===== src/rtl/mc_ctrl_pkg.sv =====
// Shared encodings for the multicycle MIPS control path: states, opcodes,
// datapath mux selects and the packed control word driven onto the datapath.
package mc_ctrl_pkg;

    typedef enum logic [3:0] {
        ST_FETCH     = 4'd0,
        ST_DECODE    = 4'd1,
        ST_MEM_ADDR  = 4'd2,
        ST_MEM_RD    = 4'd3,
        ST_MEM_WB    = 4'd4,
        ST_MEM_WR    = 4'd5,
        ST_R_EXEC    = 4'd6,
        ST_R_WB      = 4'd7,
        ST_BRANCH    = 4'd8,
        ST_JUMP      = 4'd9,
        ST_ADDI_EXEC = 4'd10,
        ST_ADDI_WB   = 4'd11,
        ST_TRAP      = 4'd15
    } state_e;

    localparam logic [5:0] OP_RTYPE = 6'h00;
    localparam logic [5:0] OP_J     = 6'h02;
    localparam logic [5:0] OP_BEQ   = 6'h04;
    localparam logic [5:0] OP_ADDI  = 6'h08;
    localparam logic [5:0] OP_LW    = 6'h23;
    localparam logic [5:0] OP_SW    = 6'h2B;

    localparam logic [1:0] ALUOP_ADD   = 2'b00;
    localparam logic [1:0] ALUOP_SUB   = 2'b01;
    localparam logic [1:0] ALUOP_FUNCT = 2'b10;

    localparam logic [1:0] SRCB_B       = 2'b00;
    localparam logic [1:0] SRCB_FOUR    = 2'b01;
    localparam logic [1:0] SRCB_IMM     = 2'b10;
    localparam logic [1:0] SRCB_IMM_SH2 = 2'b11;

    localparam logic [1:0] PCSRC_ALU    = 2'b00;
    localparam logic [1:0] PCSRC_ALUOUT = 2'b01;
    localparam logic [1:0] PCSRC_JUMP   = 2'b10;

    typedef struct packed {
        logic       pc_write;
        logic       pc_write_cond;
        logic       i_or_d;
        logic       mem_read;
        logic       mem_write;
        logic       ir_write;
        logic       mem_to_reg;
        logic       reg_dst;
        logic       reg_write;
        logic       alu_src_a;
        logic [1:0] alu_src_b;
        logic [1:0] alu_op;
        logic [1:0] pc_source;
    } ctrl_t;

    localparam ctrl_t CTRL_IDLE = '0;

    // States that stall on the memory handshake.
    function automatic logic is_wait_state(input state_e s);
        return (s == ST_FETCH) || (s == ST_MEM_RD) || (s == ST_MEM_WR);
    endfunction

endpackage


===== src/rtl/mc_ctrl_decode.sv =====
// Moore decode of the current state into the datapath control word.
// Handshake qualification of the FETCH strobes is applied by the top.
module mc_ctrl_decode
    import mc_ctrl_pkg::*;
(
    input  state_e state_i,
    output ctrl_t  ctrl_o
);

    // Per-state control word; anything not set stays at the idle value.
    always_comb begin
        ctrl_o = CTRL_IDLE;
        case (state_i)
            ST_FETCH: begin
                ctrl_o.mem_read  = 1'b1;
                ctrl_o.ir_write  = 1'b1;
                ctrl_o.pc_write  = 1'b1;
                ctrl_o.alu_src_b = SRCB_FOUR;
                ctrl_o.alu_op    = ALUOP_ADD;
                ctrl_o.pc_source = PCSRC_ALU;
            end
            ST_DECODE: begin
                ctrl_o.alu_src_b = SRCB_IMM_SH2;
                ctrl_o.alu_op    = ALUOP_ADD;
            end
            ST_MEM_ADDR, ST_ADDI_EXEC: begin
                ctrl_o.alu_src_a = 1'b1;
                ctrl_o.alu_src_b = SRCB_IMM;
                ctrl_o.alu_op    = ALUOP_ADD;
            end
            ST_MEM_RD: begin
                ctrl_o.mem_read = 1'b1;
                ctrl_o.i_or_d   = 1'b1;
            end
            ST_MEM_WB: begin
                ctrl_o.reg_write  = 1'b1;
                ctrl_o.mem_to_reg = 1'b1;
            end
            ST_MEM_WR: begin
                ctrl_o.mem_write = 1'b1;
                ctrl_o.i_or_d    = 1'b1;
            end
            ST_R_EXEC: begin
                ctrl_o.alu_src_a = 1'b1;
                ctrl_o.alu_src_b = SRCB_B;
                ctrl_o.alu_op    = ALUOP_FUNCT;
            end
            ST_R_WB: begin
                ctrl_o.reg_write = 1'b1;
                ctrl_o.reg_dst   = 1'b1;
            end
            ST_BRANCH: begin
                ctrl_o.alu_src_a     = 1'b1;
                ctrl_o.alu_src_b     = SRCB_B;
                ctrl_o.alu_op        = ALUOP_SUB;
                ctrl_o.pc_write_cond = 1'b1;
                ctrl_o.pc_source     = PCSRC_ALUOUT;
            end
            ST_JUMP: begin
                ctrl_o.pc_write  = 1'b1;
                ctrl_o.pc_source = PCSRC_JUMP;
            end
            ST_ADDI_WB: begin
                ctrl_o.reg_write = 1'b1;
            end
            default: begin
                ctrl_o = CTRL_IDLE;
            end
        endcase
    end

endmodule


===== src/rtl/mc_ctrl_fsm.sv =====
// Main control FSM of the multicycle MIPS core: state register, next-state
// logic, memory-ready qualification of strobes and the sticky illegal flag.
module mc_ctrl_fsm
    import mc_ctrl_pkg::*;
#(
    parameter bit MEM_HANDSHAKE = 1'b1,
    parameter bit TRAP_ILLEGAL  = 1'b1
) (
    input  logic       clk,
    input  logic       rst_n,
    input  logic [5:0] opcode,
    input  logic       mem_ready,
    output logic       pc_write,
    output logic       pc_write_cond,
    output logic       i_or_d,
    output logic       mem_read,
    output logic       mem_write,
    output logic       ir_write,
    output logic       mem_to_reg,
    output logic       reg_dst,
    output logic       reg_write,
    output logic       alu_src_a,
    output logic [1:0] alu_src_b,
    output logic [1:0] alu_op,
    output logic [1:0] pc_source,
    output logic       instr_done,
    output logic       illegal_op,
    output logic [3:0] state
);

    state_e state_q, state_d;
    logic   illegal_q, illegal_d;
    logic   ready_s;
    logic   done_s;
    ctrl_t  dec_s;
    ctrl_t  ctrl_s;

    // Without a handshake every memory access completes in one cycle.
    assign ready_s = MEM_HANDSHAKE ? mem_ready : 1'b1;

    mc_ctrl_decode u_decode (
        .state_i (state_q),
        .ctrl_o  (dec_s)
    );

    // Next-state selection and end-of-instruction detection.
    always_comb begin
        state_d = state_q;
        done_s  = 1'b0;
        case (state_q)
            ST_FETCH: begin
                if (ready_s) state_d = ST_DECODE;
                else         state_d = ST_FETCH;
            end
            ST_DECODE: begin
                case (opcode)
                    OP_LW, OP_SW: state_d = ST_MEM_ADDR;
                    OP_RTYPE:     state_d = ST_R_EXEC;
                    OP_BEQ:       state_d = ST_BRANCH;
                    OP_J:         state_d = ST_JUMP;
                    OP_ADDI:      state_d = ST_ADDI_EXEC;
                    default: begin
                        if (TRAP_ILLEGAL) begin
                            state_d = ST_TRAP;
                        end else begin
                            state_d = ST_FETCH;
                            done_s  = 1'b1;
                        end
                    end
                endcase
            end
            ST_MEM_ADDR: begin
                if (opcode == OP_LW) state_d = ST_MEM_RD;
                else                 state_d = ST_MEM_WR;
            end
            ST_MEM_RD: begin
                if (ready_s) state_d = ST_MEM_WB;
                else         state_d = ST_MEM_RD;
            end
            ST_MEM_WR: begin
                if (ready_s) begin
                    state_d = ST_FETCH;
                    done_s  = 1'b1;
                end else begin
                    state_d = ST_MEM_WR;
                end
            end
            ST_R_EXEC:    state_d = ST_R_WB;
            ST_ADDI_EXEC: state_d = ST_ADDI_WB;
            ST_MEM_WB, ST_R_WB, ST_ADDI_WB, ST_BRANCH, ST_JUMP: begin
                state_d = ST_FETCH;
                done_s  = 1'b1;
            end
            ST_TRAP:      state_d = ST_TRAP;
            default:      state_d = ST_FETCH;
        endcase
    end

    // Illegal flag latches on the transition into TRAP and stays until reset.
    always_comb begin
        if (state_d == ST_TRAP) illegal_d = 1'b1;
        else                    illegal_d = illegal_q;
    end

    // State and illegal-flag registers with synchronous active-low reset.
    always_ff @(posedge clk) begin
        if (!rst_n) begin
            state_q   <= ST_FETCH;
            illegal_q <= 1'b0;
        end else begin
            state_q   <= state_d;
            illegal_q <= illegal_d;
        end
    end

    // Reset gating and handshake qualification of the FETCH strobes.
    always_comb begin
        ctrl_s = dec_s;
        if (!rst_n) begin
            ctrl_s = CTRL_IDLE;
        end else if (is_wait_state(state_q) && (state_q == ST_FETCH)) begin
            ctrl_s.ir_write = ready_s;
            ctrl_s.pc_write = ready_s;
        end else begin
            ctrl_s = dec_s;
        end
    end

    assign pc_write      = ctrl_s.pc_write;
    assign pc_write_cond = ctrl_s.pc_write_cond;
    assign i_or_d        = ctrl_s.i_or_d;
    assign mem_read      = ctrl_s.mem_read;
    assign mem_write     = ctrl_s.mem_write;
    assign ir_write      = ctrl_s.ir_write;
    assign mem_to_reg    = ctrl_s.mem_to_reg;
    assign reg_dst       = ctrl_s.reg_dst;
    assign reg_write     = ctrl_s.reg_write;
    assign alu_src_a     = ctrl_s.alu_src_a;
    assign alu_src_b     = ctrl_s.alu_src_b;
    assign alu_op        = ctrl_s.alu_op;
    assign pc_source     = ctrl_s.pc_source;
    assign instr_done    = done_s & rst_n;
    assign illegal_op    = illegal_q;
    assign state         = state_q;

endmodule

===== config.mk =====
export PLATFORM = sky130hd
export DESIGN_NAME = mc_ctrl_fsm
export DESIGN_NICKNAME = d
export VERILOG_FILES = /design/src/rtl/mc_ctrl_pkg.sv /design/src/rtl/mc_ctrl_decode.sv /design/src/rtl/mc_ctrl_fsm.sv
export SDC_FILE = /design/constraint.sdc
export NUM_CORES = 1
export LEC_CHECK = 0
export CAP_MARGIN = 30
export CELL_PAD_IN_SITES_DETAIL_PLACEMENT = 2
export CELL_PAD_IN_SITES_GLOBAL_PLACEMENT = 2
export CORE_ASPECT_RATIO = 0.75
export CORE_MARGIN = 2
export CORE_UTILIZATION = 24
export DETAILED_ROUTE_END_ITERATION = 16
export HOLD_SLACK_MARGIN = 0.03
export PLACE_DENSITY = 0.81
export SYNTH_ARGS = -nofsm -noshare
export SYNTH_HDL_FRONTEND = slang
export SYNTH_HIERARCHICAL = 1
export SYNTH_SLANG_ARGS = --single-unit

===== constraint.sdc =====
create_clock -name clk -period 3.6 [get_ports clk]
set_input_delay 0.54 -clock clk [delete_from_list [all_inputs] [get_ports clk]]
set_output_delay 0.54 -clock clk [all_outputs]
set_load 0.005 [all_outputs]

## Word level (Yosys, flattened, before mapping)

Cells that the tools add are included.
W data, S select, Z words.

| storage, ports and cells | value |
|---|---|
| register bits | 5 |
| bits in latches | 0 |
| RAM bits | 0 |
| bits in read-only memories | 0 |
| input bits | 9 |
| output and inout port bits | 22 |
| word-level logic and storage cells | 57 |
| memories | 0 |

| operators by class | value |
|---|---|
| $add $sub $neg | 0 |
| multipliers | 0 |
| divide/modulo/power cells | 0 |
| order comparisons | 0 |
| eq/ne operators | 18 |
| shift-type cells | 0 |
| multiplexer cells | 23 |
| bitwise gates (word level) | 1 |
| reduce and logical (&&, ||, !) cells | 13 |

Operators with widths:

| kind | number |
|---|---|
| $pmux W4 S5 | 2 |
| $pmux W4 S8 | 1 |
| $eq A4 B4 Y1 const B | 6 |
| $eq A4 B3 Y1 const B | 4 |
| $mux W16 | 1 |
| $mux W1 | 14 |
| $eq A6 B6 Y1 const B | 2 |
| $reduce_or A2 Y1 | 5 |
| $mux W3 | 3 |
| $eq A4 B2 Y1 const B | 2 |
| $eq A6 B2 Y1 const B | 1 |
| $eq A6 B3 Y1 const B | 1 |
| $eq A6 B4 Y1 const B | 1 |
| $logic_not A6 Y1 | 1 |
| $reduce_or A5 Y1 | 1 |
| $eq A4 B1 Y1 const B | 1 |
| $logic_not A4 Y1 | 1 |
| $pmux W2 S2 | 1 |
| $reduce_or A4 Y1 | 1 |
| $reduce_or A3 Y1 | 1 |
| $logic_or A1 B1 Y1 | 2 |
| $pmux W1 S2 | 1 |
| $and A1 B1 Y1 | 1 |
| $logic_and A1 B1 Y1 | 1 |

## Logic depth before layout (Yosys ltp)

Gate-level depths: netlist of run 1.

| depth | value |
|---|---|
| word-level depth | 6 |
| gate-level depth with buffers | 6 |
| gate-level depth less buffers | 5 |

## Hierarchy

The synthesis of run 1 kept the hierarchy.

By module, submodules not included:

| module | instances | cells each | area each (um2) | sequential area each (um2) |
|---|---|---|---|---|
| mc_ctrl_fsm | 1 | 90 | 629.4 | 100.1 |
| mc_ctrl_decode | 1 | 30 | 191.4 | 0.0 |

## Worst setup path before layout of run 1

No wires, ideal clock.

| path | value |
|---|---|
| path type | input to register |
| start | input opcode[2] |
| end | register illegal_q (netlist: illegal_op) |
| arrival | 1.599 ns |
| path slack | 1.877 ns |
| stages on the path | 6 |
| path buffers | 1 |
| path through | buf_6 -> or4_1 -> o21ai_1 -> mux2i_1 -> a32oi_2 -> o31ai_2 |

| between the ends | value |
|---|---|
| word-level cells in the longest chain between the ends | 5 |

RTL lines:

| what | RTL line | RTL |
|---|---|---|
| start, declared | mc_ctrl_fsm.sv:11 | `input logic [5:0] opcode,` |
| $eq A6 B6 Y1 (on tied branches) | mc_ctrl_fsm.sv:56, mc_ctrl_fsm.sv:73 |  |
| $reduce_or A2 Y1 | n/a |  |
| $pmux W4 S5 | mc_ctrl_fsm.sv:56 | `case (opcode)` |
| $pmux W4 S8 (*) | mc_ctrl_fsm.sv:50 | `case (state_q)` |
| $eq A4 B4 Y1 (*) | mc_ctrl_fsm.sv:101 | `if (state_d == ST_TRAP) illegal_d = 1'b1;` |
| end signal, assigned | mc_ctrl_fsm.sv:112 | `illegal_q <= illegal_d;` |
| end, declared | mc_ctrl_fsm.sv:32 | `logic illegal_q, illegal_d;` |

Every way passes the cells marked *; elsewhere a longest branch is shown, timed or not.
A chain may end at the register's enable or synchronous reset.

## Final worst setup path of run 1

| path | value |
|---|---|
| start | register state_q[0] (netlist: state[0]) |
| end | output instr_done |

| between the ends | value |
|---|---|
| word-level cells in the longest chain between the ends | 4 |

RTL lines:

| what | RTL line | RTL |
|---|---|---|
| start, declared | mc_ctrl_fsm.sv:31 | `state_e state_q, state_d;` |
| start signal, assigned | mc_ctrl_fsm.sv:111 | `state_q <= state_d;` |
| $eq A4 B3 Y1 or $eq A4 B4 Y1 (tied branches) | mc_ctrl_fsm.sv:50 |  |
| $reduce_or A5 Y1 | mc_ctrl_fsm.sv:50 |  |
| $pmux W1 S2 (*) | mc_ctrl_fsm.sv:50 |  |
| $and A1 B1 Y1 (*) | mc_ctrl_fsm.sv:142 | `assign instr_done = done_s & rst_n;` |
| end, declared | mc_ctrl_fsm.sv:26 | `output logic instr_done,` |

Marked as above.

==> impl_metrics.toml, run 1 <==
[status]
status = "completed"

[route]
first_pass_iters = 4
vias = 933
wl_per_cell_um = 15.3
wl_um = 2780
drt_iter0_markers = 64
post-route-drc-count = 0
vias_per_cell = 5.13
ant_nets = 0

[job]
cap_violations = 0

[logic_synthesis]
netlist_instances = 120
yosys_warnings = 6
avgSynthCellArea_um2 = 6.84
netlist.top_cell.by_area = "dfxtp_1"
synth_fp_nets = 129
netlist.area_leader.share_pct = 12.2
ys_types = 41
synth_seq_area_share_pct = 12.2
synth_area_leaders = "dfxtp_1 (12%), and2_1 (11%), nand2b_1 (6.1%)"
synthArstFlopShare_pct = 0
synth_area_um2 = 821
ys.flop_type = "dfxtp_1"
ys_seq_elements = 5
synth-edff-count = 0

[clock_tree]
cts_max_level = 1
cts_tree = "built"
worstSkewPairLatency_ps = 220
cts_buffers = 3
postCtsSetupRepairBufs = 0
cts_resized = 0
cts-root-buf = "clkbuf_8"
cts_buffer_depth = 2
path_clk_slew_ps = 30
clkSinkCount = 5
postCtsHoldBufs = 0

[setup_path]
cp_slowest_cell = "dfxtp_1"
critPathMaxStageDelay_ps = 850
path_max_fanout = 25
endpoint_kind = "output pin"
path_cells = "nor2b_1, nand2b_1, a21oi_1, nor2_1, clkdlybuf4s50_1"
cp.arrival_ps = 2290
cp.required_ps = 3060
cp-start-kind = "flip-flop"
critPathKind = "reg -> out"

[pwr]
powerDensity_mw_per_mm2 = 691
power_leakage_nw = 0.409
max-vdd-ir-drop_mv = 0.379

[finish]
fin_cells = 182
stdcell_area_mm2 = 0.00114
final_common_cell = "clkdlybuf4s50_1"
nets = 152
areaGrowthSynthToFinish_pct = 38.9
diodes = 0
layout_common_cells = "clkdlybuf4s50_1 (30), and2_1 (14), nor2_1 (10)"
drive_gt1_share_pct = 5.63

[place]
port_buffers = 30
place.gp.congestion = 0.803
post-place-cells = 178
dp_hpwl_um = 2000
dpl_cell_area_mm2 = 0.00109

[timing]
setup_tns_ps = 0
drv_slew = 0
finClkSkew_ps = 0.731
finalSetupViolCount = 0
hold_ws_ps = 489
fin_crit_ps = 2830
relSlewSlack_pct = 37.5
rsz0062_at_grt = "no"
timing_hold_violations_final = 0
fin_crit_sh_pct = 78.7
worstMarginPinSlew_ps = 936
fmax_ghz = 0.353

[global_routing]
grt_max_degree = 28
antenna_found_initial = 0
grt_pass1_vias = 924
overflow = 0
track_usage_pct = 14.8
grt_pass1_wl_um = 4580

[floorplan]
initial_core_util_pct = 25.0
die_h_um = 54.6
num_rows = 18
die_width_um = 71.5
ios = 31
core_area_mm2 = 0.00329
die-area_mm2 = 0.00391

[hold_path]
hp-class = "reg -> reg"
cells by family (layout without fill, tap and decap cells):
group                     after synthesis  after routing  share of synthesized area (%)
and+or+nand+nor                        66             66                           45.6
muxes                                   1              1                           1.22
DFF                                     5              5                           12.2
buffers and inverters                  14             36                           10.2
xor gates and xnor gates                5              5                           5.34
AOI/OAI and AO/OA                      29             29                           25.5
per-layer routing:
layer	global-route usage (%)	up-vias	wire, µm	share of wire, %
li1	-	469	-	-
met1	20.8	452	1370	49
met2	24.2	12	1360	49
met3	1.29	0	49	1.8
met4	4.72	0	0	0
met5	0	-	0	0
registers in the layout (all words and copies together) (netlist names):
signal / count
state: 4
illegal_op: 1
per-stage QoR:
| step | utilization, % | power (W) | setup WS, ps |
|---|---|---|---|
| floorplan | - | 0.000491 | 1880 |
| global placement | 33.3 | 0.000664 | 1000 |
| detailed placement | 33.3 | 0.000692 | 938 |
| CTS | 34.7 | 0.000800 | 742 |
| global route | 34.7 | 0.000870 | 500 |
| finish | 34.7 | 0.000788 | 768 |
worst max-delay path, delay by kind of cell, from the launching register on:
family	cells	cell delay, ps
AO/OA/AOI/OAI	1	150
flip-flops	1	850
AND/OR/NAND/NOR	3	620
buffers and inverters	1	430
synthesized netlist by cell type (3+ instances only):
cell / instances
nor2_1: 10
xor2_1: 3
o21ai_0: 4
nand3_1: 4
buf_4: 3
nand2_1: 6
dfxtp_1: 5
nor2b_1: 3
o21ai_1: 4
and2_1: 14
a21oi_1: 7
nor3_1: 8
nand2b_1: 8
clkbuf_1: 3
buf_2: 4
layout make-up:
cell class	instances	area [µm²]
well taps	40	50.0
clock buffers	4	45.0
flip-flops and latches	5	100
multi-input cells	101	637
inverters	2	7.51
repair buffers	30	300
fillers	388	2150
path summary, 6_finish.rpt:
check | start | endpoint | slack, ps | depth (start not counted)
worst max-delay path | state[0]$_SDFF_PN0_ | instr_done | 770 | 5
worst min-delay path | illegal_op$_SDFFE_PN0N_ | illegal_op$_SDFFE_PN0N_ | 490 | 2
worst max register to register | state[0]$_SDFF_PN0_ | illegal_op$_SDFFE_PN0N_ | 1530 | 5
worst min register to register | illegal_op$_SDFFE_PN0N_ | illegal_op$_SDFFE_PN0N_ | 490 | 2
power by group:
group | internal [W] | total [W] | switching (W)
clock | 0.0000758 | 0.000101 | 0.0000248
sequential | 0.0000744 | 0.000197 | 0.000122
combinational | 0.000281 | 0.000491 | 0.000210
Note: power is estimated with default switching activity, not from simulation.
==> run 2: changes to the inputs <==
--- a/config.mk
+++ b/config.mk
@@ -10,10 +10,10 @@
 export CELL_PAD_IN_SITES_GLOBAL_PLACEMENT = 2
 export CORE_ASPECT_RATIO = 0.75
 export CORE_MARGIN = 2
-export CORE_UTILIZATION = 24
+export CORE_UTILIZATION = 20
 export DETAILED_ROUTE_END_ITERATION = 16
 export HOLD_SLACK_MARGIN = 0.03
-export PLACE_DENSITY = 0.81
+export PLACE_DENSITY = 0.72
 export SYNTH_ARGS = -nofsm -noshare
 export SYNTH_HDL_FRONTEND = slang
 export SYNTH_HIERARCHICAL = 1
==> constraint.sdc (replaced) <==
create_clock -name clk -period 2.4 [get_ports clk]
set_input_delay 0.36 -clock clk [delete_from_list [all_inputs] [get_ports clk]]
set_output_delay 0.36 -clock clk [all_outputs]
set_load 0.005 [all_outputs]
==> run 2 against run 1 <==
Effect of this change: flip-flop and latch count stayed put; hold slack hardly changed; first-iteration DRC count is 63% lower; clock skew is 4.6 ps higher; sequential share of layout area is 0.34 points lower; routed wire length is 3.8% higher; critical path type is now in -> out.
==> impl_metrics.toml, run 2 (synthesis results as in run 1) <==
[route]
wl_um = 2890
ant_nets = 0
first_pass_iters = 4
drt_iter0_markers = 24
vias = 966
vias_per_cell = 4.69
wl_per_cell_um = 14.0
post-route-drc-count = 0

[hold_path]
min_to = "illegal_op$_SDFFE_PN0N_"
hp-start = "illegal_op$_SDFFE_PN0N_"
hold_depth = 2
hp-class = "reg -> reg"

[floorplan]
core_area_mm2 = 0.00400
num_rows = 20
initial_core_util_pct = 20.5
die_width_um = 78.0
die-area_mm2 = 0.00464
ios = 31
die_h_um = 59.5

[finish]
final_common_cell = "clkdlybuf4s50_1"
largest_reg_flops = 4
layout_common_cells = "clkdlybuf4s50_1 (30), and2_1 (14), nor2_1 (10)"
diodes = 0
drive_gt1_share_pct = 13.2
areaGrowthSynthToFinish_pct = 49.8
nets = 161

[setup_path]
rr_startpoint = "state[2]$_SDFF_PN0_"
critPathKind = "in -> out"
endpoint_kind = "output pin"
path_max_fanout = 18
cp.required_ps = 2040
cp-start-kind = "input pin"
cp.arrival_ps = 1910
r2r_cells = 6
r2r_end = "illegal_op$_SDFFE_PN0N_"
reg2reg_slack_ps = 540

[clock_tree]
postCtsSetupRepairBufs = 0
cts_resized = 0
path_clk_slew_ps = 40
cts_buffer_depth = 2
postCtsHoldBufs = 0
worstSkewPairLatency_ps = 220
cts_max_level = 1
cts-root-buf = "clkbuf_8"
clkSinkCount = 5
cts_tree = "built"
cts_buffers = 3

[place]
port_buffers = 30
dp_hpwl_um = 2230
place.gp.congestion = 0.775

[timing]
relSlewSlack_pct = 68.6
fin_crit_ps = 2270
drv_slew = 0
finClkSkew_ps = 5.37
timing_hold_violations_final = 0
fin_crit_sh_pct = 94.4
worstMarginPinSlew_ps = 470
fmax_ghz = 0.441
rsz0062_at_grt = "no"
setup_tns_ps = 0
finalSetupViolCount = 0

[pwr]
powerDensity_mw_per_mm2 = 1030
total_power_w = 0.00127
max-vdd-ir-drop_mv = 0.483
power_leakage_nw = 0.457

[status]
status = "completed"

[global_routing]
grt_pass1_wl_um = 4640
grt_pass1_vias = 995
antenna_found_initial = 0
track_usage_pct = 12.3
overflow = 0
grt_max_degree = 22

[job]
cap_violations = 0
-- run 2: changes by cell type in the layout (fill, tap and decap cells not counted), sizes merged --
cell,delta
buf,+9
-- run 2: metrics by stage --
step	std cells	setup WS [ps]	utilization [%]	hold slack [ps]	instance area [µm²]
global placement	202	197	29.5	449	1180
global route	206	19.5	30.7	538	1230
floorplan	120	857	-	461	821
detailed placement	202	109	29.5	467	1180
CTS	206	15.9	30.6	501	1230
finish	206	133	30.7	489	1230
-- run 2: layout make-up --
| cell class | instances | area [µm²] |
|---|---|---|
| multi-input cells | 101 | 637 |
| repair buffers | 39 | 368 |
| fillers | 480 | 2770 |
| well taps | 55 | 68.8 |
| flip-flops and latches | 5 | 104 |
| inverters | 2 | 7.51 |
| clock buffers | 4 | 45.0 |
-- run 2: where the power goes --
group          switching (W)  internal (W)  total [W]
Sequential         0.0000963      0.000117   0.000213
Clock              0.0000420      0.000114   0.000156
Combinational       0.000422      0.000477   0.000898
Total               0.000560      0.000707    0.00127
-- run 2: worst max path at each step --
stage,startpoint,to,slack (ps),cells past startpoint
6_report,rst_n,ir_write,130,3
4_1_cts,state[1]$_SDFF_PN0_,mem_read,20,4
5_1_grt,rst_n,instr_done,20,4
2_1_floorplan,state[0]$_SDFF_PN0_,instr_done,860,5
3_3_place_gp,rst_n,instr_done,200,4
3_5_place_dp,rst_n,ir_write,110,3
-- run 2: critical path: stages --
cell and delay (ps):
clkdlybuf4s50_1 760, a21boi_1 260, clkdlybuf4s50_1 530
-- run 2: per-layer routing --
layer	vias to the layer above	wire length [µm]	global-route usage, %
met2	7	1450	22.9
met1	472	1410	16.2
met3	0	29	0.915
met5	-	0	0
li1	487	-	-
met4	0	0	1.50
